### src/rtl/switch_debouncer.sv
// Per-bit switch debouncer: two-flop synchronizer, then a hold counter per bit.
// Define SWITCH_EDGE_PULSE_EN to add the per-bit switches_rise/switches_fall pulse outputs.
module switch_debouncer #(
  parameter int WIDTH           = 4,
  parameter int DEBOUNCE_CYCLES = 1000000
) (
  input  logic             clock,
  input  logic             reset,
  input  logic [WIDTH-1:0] switches_raw,
  output logic [WIDTH-1:0] switches,
  output logic             switches_changed
`ifdef SWITCH_EDGE_PULSE_EN
  ,
  output logic [WIDTH-1:0] switches_rise,
  output logic [WIDTH-1:0] switches_fall
`endif
);

  localparam int CNT_W = $clog2(DEBOUNCE_CYCLES);
  localparam logic [CNT_W-1:0] CNT_LAST = CNT_W'(DEBOUNCE_CYCLES - 1);

  logic [WIDTH-1:0] sync_p0;
  logic [WIDTH-1:0] sync_p1;
  logic [WIDTH-1:0] update;

  function automatic logic cnt_at_limit(input logic [CNT_W-1:0] c);
    return c == CNT_LAST;
  endfunction

  // Stage p0/p1: two-flop synchronizer for the asynchronous raw inputs
  always_ff @(posedge clock or negedge reset) begin
    if (!reset) begin
      sync_p0 <= '0;
      sync_p1 <= '0;
    end else begin
      sync_p0 <= switches_raw;
      sync_p1 <= sync_p0;
    end
  end

  // Stage p2: per-bit hold counter; any agreement with the current output restarts it
  for (genvar i = 0; i < WIDTH; i++) begin : g_bit
    logic [CNT_W-1:0] cnt_p2;

    assign update[i] = (sync_p1[i] != switches[i]) && cnt_at_limit(cnt_p2);

    always_ff @(posedge clock or negedge reset) begin
      if (!reset) begin
        cnt_p2 <= '0;
      end else if ((sync_p1[i] == switches[i]) || update[i]) begin
        cnt_p2 <= '0;
      end else begin
        cnt_p2 <= cnt_p2 + CNT_W'(1);
      end
    end
  end

  // Stage p3: accepted value and change pulses, all straight from flops
  always_ff @(posedge clock or negedge reset) begin
    if (!reset) begin
      switches         <= '0;
      switches_changed <= 1'b0;
    end else begin
      switches         <= (switches & ~update) | (sync_p1 & update);
      switches_changed <= |update;
    end
  end

`ifdef SWITCH_EDGE_PULSE_EN
  always_ff @(posedge clock or negedge reset) begin
    if (!reset) begin
      switches_rise <= '0;
      switches_fall <= '0;
    end else begin
      switches_rise <= update & sync_p1;
      switches_fall <= update & ~sync_p1;
    end
  end
`endif

endmodule

### config.mk
export PLATFORM = sky130hd
export DESIGN_NAME = switch_debouncer
export DESIGN_NICKNAME = d
export VERILOG_FILES = /design/src/rtl/switch_debouncer.sv
export SDC_FILE = /design/constraint.sdc
export NUM_CORES = 1
export LEC_CHECK = 0
export ABC_AREA = 1
export BUFFER_PORTS_ARGS = -buffer_cell sky130_fd_sc_hd__buf_2
export CORE_AREA = 2 2 132 134
export CTS_CLUSTER_SIZE = 25
export DETAILED_ROUTE_END_ITERATION = 8
export DIE_AREA = 0 0 134 136
export PLACE_DENSITY = 0.44
export SYNTH_ARGS = -nofsm -noshare
export SYNTH_HDL_FRONTEND = slang
export SYNTH_SLANG_ARGS = --single-unit
### constraint.sdc
create_clock -name clock -period 2.37 [get_ports clock]
set_input_delay 0.237 -clock clock [delete_from_list [all_inputs] [get_ports clock]]
set_output_delay 0.237 -clock clock [all_outputs]
set_load 0.01 [all_outputs]
* After elaboration in Yosys (flattened, before gate mapping) *
Cells that the tools add are included.

word-level totals
  memory bits (read-only) = 0
  bits in latches = 0
  input bits = 6
  bits in writable memories = 0
  word-level logic and storage cells = 41
  output and inout port bits = 5
  memories = 0
  register bits after elaboration = 93

operators by class
  add/subtract/negate cells = 4
  order comparisons = 0
  equal/unequal tests = 12
  shift operators = 0
  multiply operators = 0
  divide/modulo/power cells = 0
  multiplexer cells = 4
  bitwise operators = 4
  reductions and logical operators = 9

operator list
  cell                                                             number
  20-bit by 1-bit adder with 20-bit output, second input constant  4
  20-bit == test, second input constant                            4
  20-bit 2-to-1 mux                                                4
  4-bit AND                                                        2
  1-bit == test                                                    4
  1-bit logical AND                                                4
  1-bit logical OR                                                 4
  1-bit inequality test                                            4
  4-bit inverter                                                   1
  4-bit OR                                                         1
  4-bit OR reduction                                               1

* Logic depth before layout (Yosys ltp) *
Gate-level depths: netlist (run 1).

  depth in word-level cells = 5
  gate-level depth with buffers = 9
  depth with buffers taken out = 9

* Least setup slack after synthesis (run 1) *
OpenSTA, ideal clock, no wires.

  kind = register to register
  from = register g_bit[3].cnt_p2[0]
  to = register g_bit[3].cnt_p2[15]
  slack = 0.922 ns
  arrival = 1.329 ns
  cell stages (with the launch flop) = 10
  setup time = 0.118 ns
  data required time = 2.252 ns
  buffers on the path = 1
  period minus slack after synthesis = 1.448 ns
  cells stage by stage = dfrtp_1 ha_1 nand2_2 nor2_4 inv_1 nor2_4 nand2_2 nand2_4 buf_6 nor2_1

on the way
  word-level cells in the longest chain between the ends = 4
  elaborated cells on any way between the ends = 5
  classes of those cells = add/sub: 1; eq/ne: 1; mux: 1; reduce/logical: 2

ends and longest elaborated chain
  what                                                                              RTL line  RTL
  start: declaration                                                                43        logic [CNT_W-1:0] cnt_p2;
  start signal: assignment                                                          53        cnt_p2 <= cnt_p2 + CNT_W'(1);
  branches (longest 3 deep; another with 20-bit by 1-bit adder with 20-bit output)  --
  20-bit 2-to-1 mux *                                                               50        end else if ((sync_p1[i] == switches[i]) || update[i]) begin

Every way passes the cells marked *.

* Worst setup path in the final report (run 1) *
  from = register g_bit[3].cnt_p2[0]
  to = register g_bit[3].cnt_p2[12]

Same word-level chain as after synthesis.

==> flow_metrics.py, run 1 <==
metrics = {
    "outcome": {
        "status": "completed",
    },
    "logic_synthesis": {
        "yosys_register_bits": 93,
        "ys_seq_area_share_pct": 46.6,
        "avgSynthCellArea_um2": 7.82,
        "synth_edf_count": 0,
        "synthFlopType": "dfrtp_1",
        "synth_top_area_share_pct": 46.6,
        "synth_fp_nets": 648,
        "ys_warn_count": 0,
        "synthTopCellsByArea": "dfrtp_1 47%, nor2_1 12%, nand2_1 11%",
        "synth_cell_types": 23,
        "syn_inst": 638,
        "async_flop_share_pct": 100,
        "synthAdderAreaFrac_pct": 1.00,
        "synth_xor_area_share_pct": 8.57,
        "yosys-top-cells-count": "157 x nor2_1, 147 x nand2_1, 93 x dfrtp_1, 58 x inv_1, 52 x nand3_1",
        "synth_mux_area_share_pct": 0,
        "synth_compound_area_share_pct": 1.20,
        "synth_top_area_cell": "dfrtp_1",
        "synth_simple_gate_area_share_pct": 36.9,
        "synthesis.area_mm2": 0.00499,
        "synth_most_common_cell": "nor2_1",
        "synth_top_family_by_area": "simple AND/OR/NAND/NOR gates",
    },
    "layout": {
        "layout.nets": 673,
        "design_area_mm2": 0.00567,
        "area_delta_synth_final_pct": 13.7,
        "diodes": 0,
        "drive_above_1_share_pct": 11.2,
    },
    "sta": {
        "maxSlewHeadroom_pct": 65.9,
        "hold_violations": 0,
        "skew_ns": 0.00872,
        "slew_violations": 0,
        "min_period_over_period_pct": 67.2,
        "clock.fmax_mhz": 628,
        "setup_viol": 0,
        "tns_ns": 0,
        "rsz0062_at_grt": "false",
        "post-route-min-period_ns": 1.59,
        "tightestPinTransition_ns": 0.510,
    },
    "setup_path": {
        "start_kind": "register",
        "r2r-start": "g_bit[3].cnt_p2[0]",
        "cp-end-kind": "register",
        "cp.required_ns": 2.60,
        "cp_max_fo": 17,
        "cp-startpoint": "g_bit[3].cnt_p2[0]",
        "crit_type": "register to register",
        "crit_arrival_ns": 1.83,
    },
    "floorplan": {
        "start_util_pct": 29.6,
        "rows": 48,
        "core_area_mm2": 0.0169,
        "dieWidth_um": 134,
        "io_pins": 11,
        "dieArea_mm2": 0.0182,
        "die_h_um": 136,
    },
    "global_routing": {
        "first_global_vias": 3911,
        "grt.total_usage_pct": 12.7,
        "grt-ovfl-total": 0,
        "antenna_found_initial": 0,
        "grt_max_degree": 37,
        "grt_pass1_wl_mm": 18.4,
    },
    "detailed_routing": {
        "ant_nets": 0,
        "drcViolationCount": 0,
        "firstDrtPassIters": 4,
        "vias": 3875,
        "wirelength_mm": 10.2,
        "wl_per_cell_um": 11.5,
        "viasPerCell": 4.34,
        "drt-initial-drc-count": 266,
    },
    "power_and_ir_drop": {
        "p_per_area_mw_per_mm2": 584,
        "peakVddDrop_mv": 0.363,
        "p_leak_nw": 2.38,
    },
    "run": {
        "drv_cap": 0,
    },
    "clocking": {
        "root_buffer": "clkbuf_16",
        "clk_path_buf_depth": 2,
        "clk_latency_ns": 0.35,
        "cts_tree": "yes",
        "clk_pin_slew_ns": 0.07,
        "numCtsBuffers": 9,
        "clkSinkCount": 93,
        "htree_levels": 3,
    },
    "placement": {
        "dp_hpwl_mm": 7.52,
        "placed_area_mm2": 0.00531,
        "portBuffers": 10,
        "gp_congestion": 0.860,
    },
    "worst_hold_path": {
        "hold_class": "primary input to async pin",
    },
}
## placed cells by master (no fill, tap or decap)
cell type / synthesis / routed
nor2_1: 157 / 157
nand2_1: 147 / 147
dfrtp_1: 93 / 93
inv_1: 58 / 58
nand3_1: 52 / 52
xor2_1: 33 / 33
nor2_2: 22 / 22
xnor2_1: 14 / 14
nand4_1: 9 / 9
clkbuf_16: 0 / 9
buf_2: 0 / 9
nand2_2: 8 / 8
nor3_1: 7 / 7
nor2_4: 6 / 6
a21oi_1: 6 / 6
nand2_4: 5 / 5
dlygate4sd3_1: 0 / 5
o21ai_0: 4 / 4
ha_1: 4 / 4
inv_2: 3 / 3
buf_4: 0 / 3
nand3_2: 2 / 2
o21ai_1: 2 / 2
clkinvlp_4: 0 / 2
clkbuf_1: 0 / 2
bufinv_16: 0 / 2
nor2_8: 1 / 1
xor2_2: 1 / 1
inv_6: 0 / 1
buf_12: 1 / 1
## per-layer routing
metal	vias to the layer above	routed length (um)	GRT usage, %
met4	0	196	5.67
li1	2014	-	-
met3	11	246	2.39
met2	43	4780	20.8
met1	1807	5020	16.3
met5	-	0	0
## power by group
| part | internal [W] | switching, W |
|---|---|---|
| logic | 0.0000363 | 0.0000781 |
| clock network | 0.000930 | 0.000641 |
| registers | 0.00161 | 0.0000202 |
| total | 0.00258 | 0.000739 |
## worst paths after layout
check | endpoint | slack, ns | cells past startpoint
setup / recovery | g_bit[3].cnt_p2[12] | 0.78 | 8
hold / removal | g_bit[0].cnt_p2[7] | 0.32 | 2
setup reg to reg | g_bit[3].cnt_p2[12] | 0.78 | 8
hold reg to reg | sync_p1[1] | 0.35 | 0
max in group asynchronous | g_bit[0].cnt_p2[12] | 1.49 | 3
min in group clock | sync_p1[1] | 0.35 | 0
## timing repair
item | 4_1_cts | 5_1_grt
hold buffers | 5 | 0
hold endpoints to repair | 23 | 0
setup buffers | 0 | 0
resized for setup | 0 | 0
## layout make-up
| cell class | instances | area, um2 |
|---|---|---|
| clock buffers | 11 | 233 |
| well taps | 225 | 282 |
| multi-input cells | 480 | 2380 |
| inverters | 61 | 229 |
| repair buffers | 18 | 138 |
| fillers | 1766 | 11200 |
| clock inverters | 5 | 83.8 |
| flip-flops and latches | 93 | 2330 |
## flip-flops by register name, summed over array words and instances (netlist names), named ones only
| signal | count |
|---|---|
| g_bit.cnt_p2 | 80 |
| switches_changed | 1 |
| sync_p0 | 4 |
| sync_p1 | 4 |
## critical path, cell delays in order, from the launching register on
cell     delay (ns)
dfrtp_1        0.43
ha_1           0.21
nand2_2        0.08
nor2_4         0.14
inv_1          0.09
nor2_4         0.14
nand2_2        0.11
nand2_4        0.20
nor2_1         0.08
## logic make-up after synthesis
logic type               after synthesis
adder cells (fa/ha/maj)                4
AND/OR/NAND/NOR                      416
XOR/XNOR                              48
flip-flops                            93
buffers and inverters                 65
AO/OA/AOI/OAI                         12
## stage by stage
stage	total power [W]	utilization [%]	hold slack (ns)	setup slack [ns]	instances
6_report	0.00331	33.6	0.321	0.777	893
5_1_grt	0.00347	33.6	0.347	0.622	893
4_1_cts	0.00337	33.6	0.326	0.736	893
3_5_place_dp	0.00178	31.5	0.159	0.753	872
3_3_place_gp	0.00177	31.5	0.151	0.829	872
2_1_floorplan	0.00172	-	-0.0586	0.922	638
(Power assumes the default switching activity.)
==> inputs of run 2 (changes only) <==
ABC_AREA = 0   (was 1)
CORE_AREA = 2 2 125 127   (was 2 2 132 134)
DIE_AREA = 0 0 127 129   (was 0 0 134 136)
clock period = 1.6 ns   (was 2.37 ns; I/O delays follow)
==> run 2 against run 1 <==
The run now ends with setup timing left; core utilization up 12 points; combinational power rose to 3.6 times the previous value; clock power up 27%; global-route usage up 1.5 points; non-clock buffer count up 130; highest routed layer unchanged.
==> flow_metrics.py, run 2 <==
metrics = {
    "layout": {
        "diodes": 0,
        "area_delta_synth_final_pct": 53.8,
        "top_regs": "g_bit.cnt_p2 (80), sync_p0 (4), sync_p1 (4)",
        "regArea_mm2": 0.00233,
        "multi_input_area_mm2": 0.00256,
        "drive_above_1_share_pct": 46.2,
        "mostFrequentLayoutCell": "buf_4",
        "layout.nets": 609,
        "top_register": "g_bit.cnt_p2",
        "largest_reg_flops": 80,
        "nFillCells": 1417,
        "design_area_mm2": 0.00681,
        "mostFrequentLayoutCells": "107 x buf_4, 92 x dfrtp_1, 37 x xnor2_1",
        "post-route-util_pct": 45.5,
    },
    "sta": {
        "post-route-min-period_ns": 1.80,
        "hold_violations": 0,
        "maxSlewHeadroom_pct": 62.8,
        "slew_violations": 0,
        "layout_setup_ws_ns": -0.197,
        "rsz0062_at_grt": "true",
        "skew_ns": 0.00467,
        "min_period_over_period_pct": 112,
        "setup_viol": 83,
        "clock.fmax_mhz": 556,
        "tightestPinTransition_ns": 0.558,
    },
    "detailed_routing": {
        "drt-initial-drc-count": 151,
        "drcViolationCount": 0,
        "vias": 3821,
        "firstDrtPassIters": 4,
        "wl_per_cell_um": 14.1,
        "ant_nets": 0,
        "wirelength_mm": 11.1,
        "viasPerCell": 4.84,
    },
    "clocking": {
        "clk_pin_slew_ns": 0.06,
        "cts_tree": "yes",
        "numCtsBuffers": 9,
        "clkSinkCount": 93,
        "root_buffer": "clkbuf_16",
        "clk_path_buf_depth": 2,
        "clk_latency_ns": 0.34,
        "htree_levels": 3,
    },
    "placement": {
        "gp_congestion": 0.813,
        "placed_area_mm2": 0.00560,
        "dp_hpwl_mm": 6.75,
        "portBuffers": 10,
        "pre_cts_ws_ns": -0.217,
    },
    "logic_synthesis": {
        "synth_most_common_cell": "dfrtp_1",
        "avgSynthCellArea_um2": 9.86,
        "synthTopCellsByArea": "dfrtp_1 53%, xnor2_1 7.3%, nor2_1 5.9%",
        "synth_edf_count": 0,
        "synth_cell_types": 39,
        "synth_top_area_share_pct": 52.6,
        "ys_warn_count": 0,
        "ys_seq_area_share_pct": 52.6,
        "async_flop_share_pct": 100,
        "syn_inst": 449,
        "synthesis.area_mm2": 0.00443,
        "synth_top_area_cell": "dfrtp_1",
        "yosys_register_bits": 93,
        "yosys-top-cells-count": "93 x dfrtp_1, 69 x nor2_1, 37 x xnor2_1, 26 x nand3_1, 23 x nand2_1",
        "synthFlopType": "dfrtp_1",
        "synth_fp_nets": 459,
    },
    "setup_path": {
        "cp_max_fo": 4,
        "crit_chain": "nand2_2, or4_4, or4_4, a21oi_2",
        "cp.required_ns": 1.87,
        "path_common_cell": "or4_4",
        "start_kind": "register",
        "crit_type": "register to register",
        "critPathMaxStageDelay_ns": 0.56,
        "crit_arrival_ns": 2.07,
        "cp_slowest_cell": "or4_4",
        "cp-end-kind": "register",
    },
    "outcome": {
        "violations": "setup timing",
        "status": "finished, violations left",
    },
    "floorplan": {
        "rows": 45,
        "dieArea_mm2": 0.0164,
        "io_pins": 11,
        "core_area_mm2": 0.0150,
        "start_util_pct": 29.6,
        "dieWidth_um": 127,
        "die_h_um": 129,
    },
    "power_and_ir_drop": {
        "power.share.clock_pct": 41.4,
        "p_seq_share_pct": 50.2,
        "peakVddDrop_mv": 0.511,
        "swShare_pct": 23.0,
        "intPower_w": 0.00371,
        "p_per_area_mw_per_mm2": 708,
        "comb_power_share_pct": 8.5,
        "p_sw_w": 0.00111,
        "total_power_w": 0.00482,
        "p_leak_nw": 2.70,
    },
    "global_routing": {
        "antenna_found_initial": 0,
        "grt_pass1_wl_mm": 18.6,
        "grt_max_degree": 94,
        "grt-ovfl-total": 0,
        "grt.total_usage_pct": 14.2,
        "first_global_vias": 3856,
    },
    "worst_hold_path": {
        "hold_class": "primary input to async pin",
    },
    "run": {
        "drv_cap": 0,
    },
}
[run 2: worst max-delay path: cells and delay by family (launching register included)]
family	cells	cell delay, ns
DFF	1	0.44
AOI/OAI and AO/OA	1	0.13
and+or+nand+nor	3	1.15
[run 2: cells by family after synthesis]
family | Yosys count | synth area share [%]
buffers and inverters | 28 | 2.60
AND/OR/NAND/NOR | 216 | 25.4
flip-flops | 93 | 52.6
XOR/XNOR | 54 | 10.7
multiplexers | 4 | 1.02
AO/OA/AOI/OAI | 50 | 6.56
adder cells (fa/ha/maj) | 4 | 1.13
[run 2: metal layers]
layer	up-vias	share of wire [%]	routed length, um	global-route usage (%)
met4	0	1.9	210	4.59
met1	1886	47	5200	18.5
met2	38	49	5410	23.1
met5	-	0	0	0
li1	1883	-	-	-
met3	14	2.9	323	3.83
[run 2: power by group through the flow]
stage	logic, W	registers (W)	clock network (W)
5_1_grt	0.000452	0.00242	0.00216
3_3_place_gp	0.000240	0.00246	0
3_5_place_dp	0.000243	0.00246	0
2_1_floorplan	0.0000898	0.00246	0
6_report	0.000408	0.00242	0.00199
4_1_cts	0.000336	0.00241	0.00206
[run 2: path summary, 6_finish.rpt]
check / slack (ns) / start / endpoint / cells past startpoint
hold reg to reg: 0.35 / sync_p0[3] / sync_p1[3] / 0
setup reg to reg: -0.20 / g_bit[3].cnt_p2[11] / g_bit[3].cnt_p2[18] / 4
setup / recovery: -0.20 / g_bit[3].cnt_p2[11] / g_bit[3].cnt_p2[18] / 4
hold / removal: 0.35 / reset / g_bit[2].cnt_p2[7] / 3
max in group asynchronous: 0.77 / reset / g_bit[3].cnt_p2[3] / 3
min in group clock: 0.35 / sync_p0[3] / sync_p1[3] / 0
[run 2: metrics by stage]
step                std cells  hold slack [ns]  TNS (ns)
global route              790            0.361    -16.13
detailed placement        738            0.263     -6.34
global placement          738            0.257     -4.27
floorplan                 449           -0.136     -7.73
finish                    790            0.348     -8.56
CTS                       776            0.349     -7.95
[run 2: cell type report]
class                           instances  area share, %
Inverter                               19           1.05
Sequential cell                        93           34.2
Multi-Input combinational cell        328           37.5
Tap cell                              188           3.46
Clock inverter                          2          0.147
Timing Repair Buffer                  148           19.8
Clock buffer                           12           3.77
[run 2: repair_timing]
item,4_1_cts,5_1_grt
endpoints found under the setup margin,65,83
gates resized for setup,34,106
hold endpoints to repair,97,0
pin swaps,7,25
hold buffers,5,0
gates cloned,4,6
setup buffers,15,11
==> inputs of run 3 (changes only) <==
CAP_MARGIN = 10   (was default)
clock period = 1.7 ns   (was 1.6 ns; I/O delays follow)
==> run 3 against run 2 <==
Worst hold slack hardly changed; first-iteration DRC count is 4.6% lower; final cell count shrank 4.4%; critical endpoint is now g_bit[2].cnt_p2[2]; sequential share of layout area up 3.7 points; worst setup slack improved by 0.14 ns; non-clock buffer count down 37; via count fell by 7.2%; clock power increased by 10%; global-route usage is 1.1 points lower; the flow still finishes with violations (setup timing); design area shrank 9.7%; count of clock-buffer cells in the layout decreased by 2; critical path type unchanged.
==> flow_metrics.py, run 3 (synthesis gave the netlist of run 2 again) <==
metrics = {
    "detailed_routing": {
        "vias": 3547,
        "wirelength_mm": 10.1,
        "wl_per_cell_um": 13.3,
        "drt-initial-drc-count": 144,
        "ant_nets": 0,
        "viasPerCell": 4.70,
        "firstDrtPassIters": 4,
        "drcViolationCount": 0,
    },
    "clocking": {
        "clkSinkCount": 93,
        "clk_latency_ns": 0.35,
        "numCtsBuffers": 9,
        "cts_tree": "yes",
        "htree_levels": 3,
        "root_buffer": "clkbuf_16",
        "clk_path_buf_depth": 2,
        "clk_pin_slew_ns": 0.07,
    },
    "floorplan": {
        "rows": 45,
        "start_util_pct": 29.6,
        "dieArea_mm2": 0.0164,
        "core_area_mm2": 0.0150,
        "die_h_um": 129,
        "dieWidth_um": 127,
        "io_pins": 11,
    },
    "setup_path": {
        "crit_arrival_ns": 2.00,
        "start_kind": "register",
        "cp-end-kind": "register",
        "crit_type": "register to register",
        "crit_chain": "ha_2, nand4_1, or4_4, o21ai_4, clkbuf_16, nor2_1",
        "critPathMaxStageDelay_ns": 0.49,
        "r2r-start": "g_bit[2].cnt_p2[0]",
        "cp.required_ns": 1.94,
        "cp_slowest_cell": "or4_4",
        "cp_max_fo": 10,
        "cp-startpoint": "g_bit[2].cnt_p2[0]",
    },
    "worst_hold_path": {
        "hold_class": "register to register",
        "timing.hold.worst.start": "sync_p0[0]",
    },
    "global_routing": {
        "grt-ovfl-total": 0,
        "grt.total_usage_pct": 13.1,
        "grt_pass1_wl_mm": 17.1,
        "grt_max_degree": 94,
        "first_global_vias": 3686,
        "antenna_found_initial": 0,
    },
    "sta": {
        "rsz0062_at_grt": "true",
        "clock.fmax_mhz": 568,
        "setup_viol": 36,
        "slew_violations": 0,
        "min_period_over_period_pct": 104,
        "layout_setup_ws_ns": -0.0613,
        "hold_violations": 0,
        "post-route-min-period_ns": 1.76,
        "tightestPinTransition_ns": 0.526,
        "maxSlewHeadroom_pct": 64.9,
        "skew_ns": 0.00550,
    },
    "layout": {
        "top_register": "g_bit.cnt_p2",
        "area_delta_synth_final_pct": 38.9,
        "layout.nets": 572,
        "stdcell_count": 755,
        "design_area_mm2": 0.00615,
        "mostFrequentLayoutCell": "dfrtp_1",
        "mostFrequentLayoutCells": "89 x dfrtp_1, 84 x buf_4, 56 x nor2_1",
        "diodes": 0,
        "post-route-util_pct": 41.0,
        "largest_reg_flops": 80,
        "drive_above_1_share_pct": 33.9,
        "top_regs": "g_bit.cnt_p2 (80), sync_p0 (4), sync_p1 (4)",
    },
    "power_and_ir_drop": {
        "swShare_pct": 22.6,
        "power.share.clock_pct": 46.4,
        "comb_power_share_pct": 5.3,
        "p_sw_w": 0.00106,
        "p_seq_share_pct": 48.3,
        "intPower_w": 0.00365,
        "p_leak_nw": 2.45,
        "peakVddDrop_mv": 0.451,
        "p_per_area_mw_per_mm2": 766,
    },
    "outcome": {
        "status": "finished, violations left",
        "violations": "setup timing",
    },
    "placement": {
        "gp_congestion": 0.769,
        "dp_hpwl_mm": 6.66,
        "portBuffers": 10,
        "dp.cells": 716,
        "placed_area_mm2": 0.00541,
    },
    "run": {
        "drv_cap": 0,
    },
}
## run 3: worst paths after layout
check / to / slack (ns) / depth (start not counted)
setup reg to reg: g_bit[2].cnt_p2[2] / -0.06 / 6
min in group asynchronous: g_bit[0].cnt_p2[13] / 0.37 / 3
hold reg to reg: sync_p1[0] / 0.35 / 0
max in group asynchronous: g_bit[1].cnt_p2[13] / 0.87 / 3
hold / removal: sync_p1[0] / 0.35 / 0
setup / recovery: g_bit[2].cnt_p2[2] / -0.06 / 6
## run 3: metal layers
layer	wire [um]	share of wire [%]	track usage, %	up-vias
li1	-	-	-	1809
met5	0	0	0	-
met3	278	2.8	3.37	15
met1	4840	48	16.3	1695
met2	4740	47	21.7	28
met4	194	1.9	5.69	0
## run 3: critical path, delay by kind of cell, from the launching register on
kind / cells / cell delay [ns]
DFF: 1 / 0.38
adders and majority gates: 1 / 0.19
and+or+nand+nor: 3 / 0.64
buffers and inverters: 1 / 0.21
AOI/OAI and AO/OA: 1 / 0.22
## run 3: area by class of cell
type	count	area [um2]
clock buffer	10	229
inverter	19	71.3
fill	1465	8830
clock inverter	6	87.6
sequential	93	2330
timing repair buffer	111	925
multi-input combinational	328	2270
tap	188	235
## run 3: repair_timing
action,in CTS,in global routing
gates resized for setup,9,50
hold buffers,5,0
setup buffers,8,8
endpoints found under the hold margin,97,0
setup endpoints to repair,46,58
pin swaps,6,14
gates cloned,0,2
## run 3: power by group through the flow
| stage | Sequential, W | Combinational [W] | Clock, W |
|---|---|---|---|
| final | 0.00227 | 0.000251 | 0.00219 |
| after global routing | 0.00227 | 0.000283 | 0.00234 |
| after CTS | 0.00227 | 0.000219 | 0.00229 |
| after detailed placement | 0.00232 | 0.000204 | 0 |
| after global placement | 0.00232 | 0.000200 | 0 |
| after floorplan | 0.00231 | 0.0000837 | 0 |
## run 3: stage by stage
| step | setup WS, ns | hold WS (ns) | power [W] | TNS, ns |
|---|---|---|---|---|
| after floorplan | -0.136 | -0.126 | 0.00240 | -2.50 |
| after global placement | -0.0577 | 0.266 | 0.00252 | -0.162 |
| after detailed placement | -0.0959 | 0.271 | 0.00252 | -0.577 |
| after CTS | -0.0504 | 0.352 | 0.00478 | -0.165 |
| after global routing | -0.129 | 0.356 | 0.00489 | -4.02 |
| final | -0.0613 | 0.348 | 0.00471 | -0.958 |
